$ cat src/rtl/syncfifo_reader_if.sv
// FIFO-side and downstream-stream signal bundle for syncfifo_reader.
// The master modport is the reader's view; slave is the FIFO/sink side.
interface syncfifo_reader_if #(
  parameter int WIDTH = 8
);
  logic             fifo_empty;
  logic             fifo_rd_en;
  logic [WIDTH-1:0] fifo_dout;
  logic             m_valid;
  logic             m_ready;
  logic [WIDTH-1:0] m_data;
  logic [1:0]       occupancy;

  modport master (
    input  fifo_empty, fifo_dout, m_ready,
    output fifo_rd_en, m_valid, m_data, occupancy
  );

  modport slave (
    output fifo_empty, fifo_dout, m_ready,
    input  fifo_rd_en, m_valid, m_data, occupancy
  );
endinterface

$ cat src/rtl/syncfifo_reader.sv
// Read-side drain controller: issues FIFO reads and absorbs the one-cycle read latency in a 3-entry prefetch buffer.
// Optional word counter (word_count/cnt_clr) is enabled by defining SYNCFIFO_READER_CNT_EN.
module syncfifo_reader #(
  parameter int WIDTH = 8
) (
  input  logic               clk,
  input  logic               reset,
  syncfifo_reader_if.master  bus
`ifdef SYNCFIFO_READER_CNT_EN
  ,
  output logic [15:0]        word_count,
  input  logic               cnt_clr
`endif
);

  logic [WIDTH-1:0] buf_q [3];
  logic [WIDTH-1:0] buf_d [3];
  logic [1:0]       wr_ptr_q, wr_ptr_d;
  logic [1:0]       rd_ptr_q, rd_ptr_d;
  logic [1:0]       occ_q, occ_d;
  logic             inflight_q, inflight_d;
  logic             capture;
  logic             pop;

  function automatic logic [1:0] ptr_inc(input logic [1:0] p);
    return (p == 2'd2) ? 2'd0 : p + 2'd1;
  endfunction

  // Issue only when the slot for the returning word is already reserved,
  // so the decision never looks at the downstream handshake.
  assign bus.fifo_rd_en = ~reset & ~bus.fifo_empty &
                          (({1'b0, occ_q} + {2'b0, inflight_q}) < 3'd3);
  assign capture        = inflight_q;
  assign bus.m_valid    = (occ_q != 2'd0);
  assign pop            = bus.m_valid & bus.m_ready;
  assign bus.occupancy  = occ_q;

  always_comb begin
    case (rd_ptr_q)
      2'd1:    bus.m_data = buf_q[1];
      2'd2:    bus.m_data = buf_q[2];
      default: bus.m_data = buf_q[0];
    endcase
  end

  always_comb begin
    buf_d      = buf_q;
    wr_ptr_d   = wr_ptr_q;
    rd_ptr_d   = rd_ptr_q;
    occ_d      = occ_q;
    inflight_d = bus.fifo_rd_en & ~bus.fifo_empty;
    if (capture) begin
      for (int i = 0; i < 3; i++) begin
        if (wr_ptr_q == i[1:0]) buf_d[i] = bus.fifo_dout;
      end
      wr_ptr_d = ptr_inc(wr_ptr_q);
    end
    if (pop) rd_ptr_d = ptr_inc(rd_ptr_q);
    case ({capture, pop})
      2'b10:   occ_d = occ_q + 2'd1;
      2'b01:   occ_d = occ_q - 2'd1;
      default: occ_d = occ_q;
    endcase
  end

  always_ff @(posedge clk) begin
    if (reset) begin
      for (int i = 0; i < 3; i++) buf_q[i] <= '0;
      wr_ptr_q   <= 2'd0;
      rd_ptr_q   <= 2'd0;
      occ_q      <= 2'd0;
      inflight_q <= 1'b0;
    end else begin
      buf_q      <= buf_d;
      wr_ptr_q   <= wr_ptr_d;
      rd_ptr_q   <= rd_ptr_d;
      occ_q      <= occ_d;
      inflight_q <= inflight_d;
    end
  end

`ifdef SYNCFIFO_READER_CNT_EN
  logic [15:0] cnt_q, cnt_d;

  // Clear wins over a coincident pop.
  always_comb begin
    cnt_d = cnt_q;
    if (cnt_clr)  cnt_d = 16'd0;
    else if (pop) cnt_d = cnt_q + 16'd1;
  end

  always_ff @(posedge clk) begin
    if (reset) cnt_q <= 16'd0;
    else       cnt_q <= cnt_d;
  end

  assign word_count = cnt_q;
`endif

endmodule
$ cat src/flat_wrapper.sv
// flat-port wrapper written by rule: the top's interface ports become plain ports
module syncfifo_reader_flat 
#(
  parameter int WIDTH = 8
)
  (clk, reset, bus_fifo_empty, bus_fifo_dout, bus_m_ready, bus_fifo_rd_en, bus_m_valid, bus_m_data, bus_occupancy);
  syncfifo_reader_if #(.WIDTH(WIDTH)) bus_i ();
  input  logic clk;
  input  logic reset;
  input wire logic [$bits(bus_i.fifo_empty)-1:0] bus_fifo_empty;
  input wire logic [$bits(bus_i.fifo_dout)-1:0] bus_fifo_dout;
  input wire logic [$bits(bus_i.m_ready)-1:0] bus_m_ready;
  output wire logic [$bits(bus_i.fifo_rd_en)-1:0] bus_fifo_rd_en;
  output wire logic [$bits(bus_i.m_valid)-1:0] bus_m_valid;
  output wire logic [$bits(bus_i.m_data)-1:0] bus_m_data;
  output wire logic [$bits(bus_i.occupancy)-1:0] bus_occupancy;
  assign bus_i.fifo_empty = bus_fifo_empty;
  assign bus_i.fifo_dout = bus_fifo_dout;
  assign bus_i.m_ready = bus_m_ready;
  assign bus_fifo_rd_en = bus_i.fifo_rd_en;
  assign bus_m_valid = bus_i.m_valid;
  assign bus_m_data = bus_i.m_data;
  assign bus_occupancy = bus_i.occupancy;
  syncfifo_reader #(.WIDTH(WIDTH)) u_core (.clk(clk), .reset(reset), .bus(bus_i));
endmodule
$ cat config.mk
export PLATFORM = sky130hd
export DESIGN_NAME = syncfifo_reader_flat
export DESIGN_NICKNAME = d
export VERILOG_FILES = /design/src/rtl/syncfifo_reader_if.sv /design/src/rtl/syncfifo_reader.sv /design/src/flat_wrapper.sv
export SDC_FILE = /design/constraint.sdc
export NUM_CORES = 1
export LEC_CHECK = 0
export ABC_AREA = 1
export BUFFER_PORTS_ARGS = -buffer_cell sky130_fd_sc_hd__buf_4
export CAP_MARGIN = 40
export CELL_PAD_IN_SITES_DETAIL_PLACEMENT = 0
export CELL_PAD_IN_SITES_GLOBAL_PLACEMENT = 2
export CORE_MARGIN = 5
export CORE_UTILIZATION = 30
export CTS_BUF_LIST = sky130_fd_sc_hd__clkbuf_16
export CTS_CLUSTER_DIAMETER = 200
export DETAILED_ROUTE_END_ITERATION = 10
export GPL_ROUTABILITY_DRIVEN = 0
export GPL_TIMING_DRIVEN = 0
export PLACE_DENSITY_LB_ADDON = 0.1
export REMOVE_ABC_BUFFERS = 1
export SYNTH_ARGS = -nofsm -noshare
export SYNTH_HDL_FRONTEND = slang
export SYNTH_SLANG_ARGS = --single-unit
$ cat constraint.sdc
create_clock -name clk -period 2.4 [get_ports clk]
set_input_delay 0.72 -clock clk [delete_from_list [all_inputs] [get_ports clk]]
set_output_delay 0.72 -clock clk [all_outputs]
set_load 0.01 [all_outputs]
==> results of run 1 <==
-- cells by family (layout without fill, tap and decap cells) --
family | count (synthesis) | after routing | share of synthesized area, %
flops | 31 | 31 | 44.21
fa+ha+maj | 7 | 7 | 6.239
buf+inv | 21 | 43 | 6.149
simple gates | 93 | 93 | 28.07
compound gates | 40 | 40 | 15.33
-- through the flow --
| step | hold WS [ns] | area [µm²] |
|---|---|---|
| 2_1_floorplan | 0.4395 | 1376 |
| 3_3_place_gp | 0.4533 | 1614 |
| 5_1_grt | 0.4916 | 1764 |
| 4_1_cts | 0.4668 | 1755 |
| 6_report | 0.4649 | 1764 |
| 3_5_place_dp | 0.4581 | 1614 |
-- power by group through the flow --
stage | combinational, mW | clock [mW] | sequential, mW
floorplan | 0.199 | 0 | 0.584
global placement | 0.359 | 0 | 0.586
detailed placement | 0.368 | 0 | 0.588
CTS | 0.382 | 0.585 | 0.577
global route | 0.421 | 0.605 | 0.583
finish | 0.374 | 0.566 | 0.578
-- cells in the final DEF, fill, tap and decap left out --
master     instances
nand4_1            1
clkinv_2           1
ha_2               1
a21boi_0           2
a21oi_1           11
buf_4             23
ha_4               1
o21ai_0           11
ha_1               5
nor3_2             1
dfxtp_1           30
nor2_1            48
nand3_4            3
clkbuf_16          5
inv_2              3
inv_1             10
nand2_1           40
o21ai_1            8
dfxtp_2            1
clkinv_4           1
a31oi_1            8
-- worst reg2reg max path, cell delays in order, from the launching register on --
cell	delay (ns)
dfxtp_1	0.43
inv_1	0.08
nand2_1	0.08
nand2_1	0.08
inv_1	0.12
ha_1	0.24
inv_1	0.09
nand2_1	0.06
nor2_1	0.08
nor2_1	0.04
nor2_1	0.09
-- registers in the layout, summed over array words and instances, names as in the netlist --
name	flops
u_core.rd_ptr_q	2
u_core.capture	1
u_core.bus.occupancy	2
u_core.buf_q	24
u_core.wr_ptr_q	2
-- worst min path at each step --
stage / startpoint / to / slack (ns) / depth (start not counted)
after floorplan: u_core.buf_q[0] / u_core.buf_q[0] / 0.44 / 2
after global placement: u_core.buf_q[3] / u_core.buf_q[3] / 0.45 / 2
after detailed placement: u_core.buf_q[4] / u_core.buf_q[4] / 0.46 / 2
after CTS: u_core.buf_q[4] / u_core.buf_q[4] / 0.47 / 2
after global routing: u_core.buf_q[7] / u_core.buf_q[7] / 0.49 / 2
final: u_core.buf_q[3] / u_core.buf_q[3] / 0.46 / 2
-- what timing repair did --
| action | CTS | global route |
|---|---|---|
| buffers inserted | 0 | 0 |
| resized for setup | 2 | 3 |
| endpoints found under the setup margin | 8 | 5 |
| pin swaps | 0 | 0 |
-- layer usage --
layer	wire (µm)	track usage [%]	up-vias
met2	1892	22.35	24
met5	0	0	-
met4	17	4.720	0
li1	-	-	665
met3	182	3.776	2
met1	1579	15.26	606
-- area by class of cell --
class                   instances  area share [%]
multi-input cells             140           40.64
flip-flops and latches         31           35.25
repair buffers                 23           9.787
clock buffers                   5           7.092
well taps                      52           3.688
inverters                      14           3.333
clock inverters                 1          0.2128
==> flow_summary.ini, run 1 <==
[status]
status = complete, no violations

[yosys]
synthTopCellsByArea = dfxtp_1 44%, nor2_1 13%, nand2_1 11%
ys_seq_elements = 31
yosysTopAreaCellShare_pct = 44.21
ys_async_sr_fraction_pct = 0
ys_seq_area_share_pct = 44.21
synth_area_mm2 = 0.001404
yosysMostFrequentCell = nor2_1
syn_avg_cell_area_um2 = 7.312
synth_area_leader_cell = dfxtp_1
synthCells = 192
synth_common_cells = 48 x nor2_1, 40 x nand2_1, 31 x dfxtp_1, 11 x a21oi_1, 11 x o21ai_0
synth_cell_type_count = 19
ys.flop_type = dfxtp_1
yosys_warnings = 0
synth_edf_count = 0

[floorplan]
ios = 24
design.core.area_mm2 = 0.004444
rows = 24
die_y_um = 78.41
die_w_um = 78.41
initial_utilization_pct = 31.59
die_area_mm2 = 0.006147

[drt]
drt_wl_total_um = 3671
dr_total_vias = 1297
vias_per_cell = 4.876
drc_errors = 0
ant_nets = 0
first_pass_iters = 4
drt-initial-drc-count = 64
post_drt_wl_per_cell_um = 13.80

[timing]
worst_slew_pin_slew_ns = 0.5933
slew_violations = 0
maxSlewHeadroom_pct = 60.41
rsz0062_at_grt = false
fin_ws_ns = 0.1010
finalSetupTns_ns = 0
fin_crit_ns = 2.299
min_period_over_period_pct = 95.79
finalSetupViolCount = 0
fmax_mhz = 435.0
clock_skew_ns = 0.003943
final_hold_viol_count = 0

[setup_path]
cp-end-kind = primary output
slowest_delay_ns = 0.42
crit_end = bus_m_data[4]
reg2reg_to = u_core.bus.occupancy[1]
critical_path.startpoint = u_core.rd_ptr_q[1]
required_ns = 1.68
crit_type = flip-flop to primary output
crit_family = adder cells
cp_num_cells = 5
worstPathMaxFanout = 8
r2r_slack_ns = 0.95
startpoint_type = flip-flop
path_cells = inv_1, ha_1, nand2_1, a31oi_1, buf_4
worst-path-buf-inv = 2
arrival_ns = 1.58
crit_slowest_cell = ha_1
r2r_cells = 10
r2r_start = u_core.bus.occupancy[0]

[global_routing]
grt_pass1_vias = 1252
antenna_found_initial = 0
grt_usage_pct = 12.95
grt_pass1_wl_um = 6078
grt-ovfl-total = 0
grt_max_degree = 21

[clocking]
cts_htree_levels = 2
cts.path.max_buffers = 2
clk_pin_slew_ns = 0.05
clock_sinks = 31
cts_root_buffer = clkbuf_16
cts_tree = yes
numCtsBuffers = 5
clock_latency_ns = 0.27
cts_hold_buf = 0

[layout]
fillers = 477
multi_input_area_um2 = 716.9
utilization_pct = 39.70
stdcell_count = 266
drive_above_1_share_pct = 18.69
syn2layout_area_growth_pct = 25.67
num_antenna_cells = 0
nets = 234
regArea_um2 = 621.8

[place]
portBuffers = 23
place_hpwl_um = 2525
place_ws_ns = 0.1324
place_inst = 260

[worst_hold_path]
hold_class = flip-flop to flip-flop

[power]
vdd_drop_max_v = 0.0003946
power_mw = 1.517
p_int_mw = 1.084
p_comb_share_pct = 24.6
p_sw_share_pct = 28.51
leakage_nw = 0.7001
p_seq_share_pct = 38.1
p_per_area_mw_per_mm2 = 859.7
p_clk_share_pct = 37.3
p_sw_mw = 0.4324

[run]
drv_cap = 0
No activity file was read; power rests on OpenSTA's default activity.
==> run 2: changes to the inputs <==
--- a/config.mk
+++ b/config.mk
@@ -5,13 +5,12 @@
 export SDC_FILE = /design/constraint.sdc
 export NUM_CORES = 1
 export LEC_CHECK = 0
-export ABC_AREA = 1
 export BUFFER_PORTS_ARGS = -buffer_cell sky130_fd_sc_hd__buf_4
 export CAP_MARGIN = 40
 export CELL_PAD_IN_SITES_DETAIL_PLACEMENT = 0
 export CELL_PAD_IN_SITES_GLOBAL_PLACEMENT = 2
 export CORE_MARGIN = 5
-export CORE_UTILIZATION = 30
+export CORE_UTILIZATION = 33
 export CTS_BUF_LIST = sky130_fd_sc_hd__clkbuf_16
 export CTS_CLUSTER_DIAMETER = 200
 export DETAILED_ROUTE_END_ITERATION = 10
==> run 2 against run 1 <==
  * Clock skew is essentially flat
  * Cell count shrank 19%
  * Hold slack gained 0.027 ns
  * Worst setup slack lost 0.0069 ns
  * Synthesized cell count shrank 24%
  * First-iteration DRC count shrank 69%
  * Largest power group unchanged
==> flow_summary.ini, run 2 <==
[status]
status = complete, no violations

[floorplan]
ios = 24
die_area_mm2 = 0.005523
die_y_um = 74.32
die_w_um = 74.32
rows = 23
initial_utilization_pct = 34.13
design.core.area_mm2 = 0.004000

[setup_path]
reg2reg_to = u_core.bus.occupancy[1]
r2r_start = u_core.bus.occupancy[0]
cp-end-kind = primary output
crit_family = adder cells
startpoint_type = flip-flop
r2r_cells = 5
crit_slowest_cell = dfxtp_2
crit_top_cell = ha_1
slowest_delay_ns = 0.35
r2r_slack_ns = 0.65
arrival_ns = 1.59
worst-path-buf-inv = 1
required_ns = 1.68
path_cells = ha_1, ha_1, a2111oi_2, buf_4
worstPathMaxFanout = 6
crit_type = flip-flop to primary output

[yosys]
synth_common_cells = 36 x nor2_1, 31 x dfxtp_1, 26 x mux2i_1, 11 x a21oi_1, 8 x a22oi_1
synthMuxAreaShare_pct = 19.07
synthSimpleGateAreaFrac_pct = 12.74
synth_edf_count = 0
ys.flop_type = dfxtp_1
yosysTopAreaCellShare_pct = 45.46
synthCells = 145
synthAdderAreaFrac_pct = 6.416
synth_area_mm2 = 0.001365
synth-xor-area-share_pct = 1.283
ys_seq_area_share_pct = 45.46
synth_compound_area_share_pct = 10.45
yosys_warnings = 0
yosysMostFrequentCell = nor2_1
ys_seq_elements = 31
synth_top_family_by_area = multiplexers
syn_avg_cell_area_um2 = 9.414
ys_async_sr_fraction_pct = 0
synth_cell_type_count = 19
synth_area_leader_cell = dfxtp_1
synthTopCellsByArea = dfxtp_1 45%, mux2i_1 19%, nor2_1 9.9%

[drt]
drt-initial-drc-count = 20
post_drt_wl_per_cell_um = 13.77
ant_nets = 0
dr_total_vias = 1058
vias_per_cell = 4.921
first_pass_iters = 4
drc_errors = 0
drt_wl_total_um = 2960

[timing]
hold_slack_ns = 0.4923
fmax_mhz = 433.7
rsz0062_at_grt = false
worst_slew_pin_slew_ns = 0.6297
maxSlewHeadroom_pct = 57.84
fin_crit_ns = 2.306
finalSetupViolCount = 0
final_hold_viol_count = 0
min_period_over_period_pct = 96.08
slew_violations = 0
clock_skew_ns = 0.003824

[worst_hold_path]
hold_end = u_core.buf_q[18]
hold_class = flip-flop to flip-flop
hp-start = u_core.buf_q[18]
min_path_cells = 2

[global_routing]
grt_usage_pct = 11.99
grt_max_degree = 33
grt-ovfl-total = 0
antenna_found_initial = 0
grt_pass1_wl_um = 4878
grt_pass1_vias = 1068

[power]
vdd_drop_max_v = 0.0003635
p_clk_share_pct = 33.3
p_comb_share_pct = 30.9
p_sw_share_pct = 29.29
p_int_mw = 1.185
leakage_nw = 0.8135
p_sw_mw = 0.4909
p_seq_share_pct = 35.8
p_per_area_mw_per_mm2 = 972.7

[clocking]
clk_pin_slew_ns = 0.05
cts_root_buffer = clkbuf_16
cts.path.max_buffers = 2
clock_sinks = 31
cts_tree = yes
cts_htree_levels = 2
numCtsBuffers = 5
clock_latency_ns = 0.27

[place]
dpl-instance-area_mm2 = 0.001569
place_hpwl_um = 2031
portBuffers = 23

[layout]
largest_reg_flops = 24
layout_common_cells = 36 x nor2_1, 30 x dfxtp_1, 26 x mux2i_1
utilization_pct = 43.07
drive_above_1_share_pct = 21.82
final_common_cell = nor2_1
largest_register = u_core.buf_q
post-route-cell-area_mm2 = 0.001723
syn2layout_area_growth_pct = 26.21
nets = 185
num_antenna_cells = 0
fillers = 402

[run]
drv_cap = 0
[run 2: cell types whose count changed after synthesis, sizes merged, moves of 8 or more]
| cell | before | now |
|---|---|---|
| nand2 | 40 | 1 |
| mux2i | 0 | 26 |
| o21ai | 19 | 2 |
| nor2 | 48 | 36 |
| a22oi | 0 | 8 |
| a31oi | 8 | 0 |
| inv | 12 | 4 |
[run 2: through the flow]
| step | std cells | TNS (ns) | total power, mW | setup WS (ns) |
|---|---|---|---|---|
| 2_1_floorplan | 135 | 0 | 0.8812 | 0.1555 |
| 3_3_place_gp | 208 | -0.4158 | 1.093 | -0.05719 |
| 3_5_place_dp | 209 | 0 | 1.112 | 0.1711 |
| 4_1_cts | 215 | 0 | 1.693 | 0.03644 |
| 5_1_grt | 215 | 0 | 1.781 | 0.008238 |
| 6_report | 215 | 0 | 1.676 | 0.09416 |
[run 2: what timing repair did]
item	CTS	global route
setup endpoints to repair	9	8
gates resized for setup	3	4
gates cloned	0	0
hold buffers	0	0
setup buffers	0	0
[run 2: worst max path at each step]
stage               cells past startpoint  slack, ns          endpoint                     from
floorplan                               3       0.16    bus_fifo_rd_en  u_core.bus.occupancy[0]
global placement                        3      -0.06  u_core.buf_q[17]           u_core.capture
detailed placement                      3       0.17    bus_fifo_rd_en                    reset
CTS                                     4       0.04    bus_fifo_rd_en  u_core.bus.occupancy[0]
global route                            4      0.008    bus_fifo_rd_en           u_core.capture
finish                                  4       0.09    bus_fifo_rd_en  u_core.bus.occupancy[0]
[run 2: cell families after synthesis]
family / count (synthesis)
AND/OR/NAND/NOR: 42
flip-flops: 31
XOR/XNOR: 2
multiplexers: 26
AO/OA/AOI/OAI: 23
buffers and inverters: 14
adder cells (fa/ha/maj): 7
[run 2: layout make-up]
type / instances / area [µm²] / share of cell area [%]
clock buffers: 5 / 125.1 / 7.262
clock inverters: 1 / 3.754 / 0.2179
inverters: 4 / 15.01 / 0.8715
multi-input cells: 100 / 710.7 / 41.25
flip-flops and latches: 31 / 621.8 / 36.09
well taps: 50 / 62.56 / 3.631
repair buffers: 24 / 183.9 / 10.68
[run 2: worst register-to-register path: cells and delay by family, from the launching register on]
kind                       cells  cell delay [ns]
and+or+nand+nor                1             0.37
AOI/OAI and AO/OA              2             0.53
buffers and inverters          1             0.09
adders and majority gates      1             0.34
DFF                            1             0.35
[run 2: per-layer routing]
| metal | global-route usage (%) | vias to the layer above | share of wire [%] |
|---|---|---|---|
| met2 | 20.18 | 19 | 51 |
| met4 | 6.324 | 0 | 0.68 |
| met5 | 0 | - | 0 |
| met3 | 4.324 | 2 | 4.0 |
| li1 | - | 536 | - |
| met1 | 13.24 | 501 | 45 |
[run 2: power groups by stage]
stage	Sequential [mW]	Combinational, mW	Clock [mW]
5_1_grt	0.609	0.576	0.596
3_3_place_gp	0.605	0.489	0
2_1_floorplan	0.605	0.276	0
3_5_place_dp	0.609	0.503	0
6_report	0.600	0.519	0.557
4_1_cts	0.599	0.517	0.577
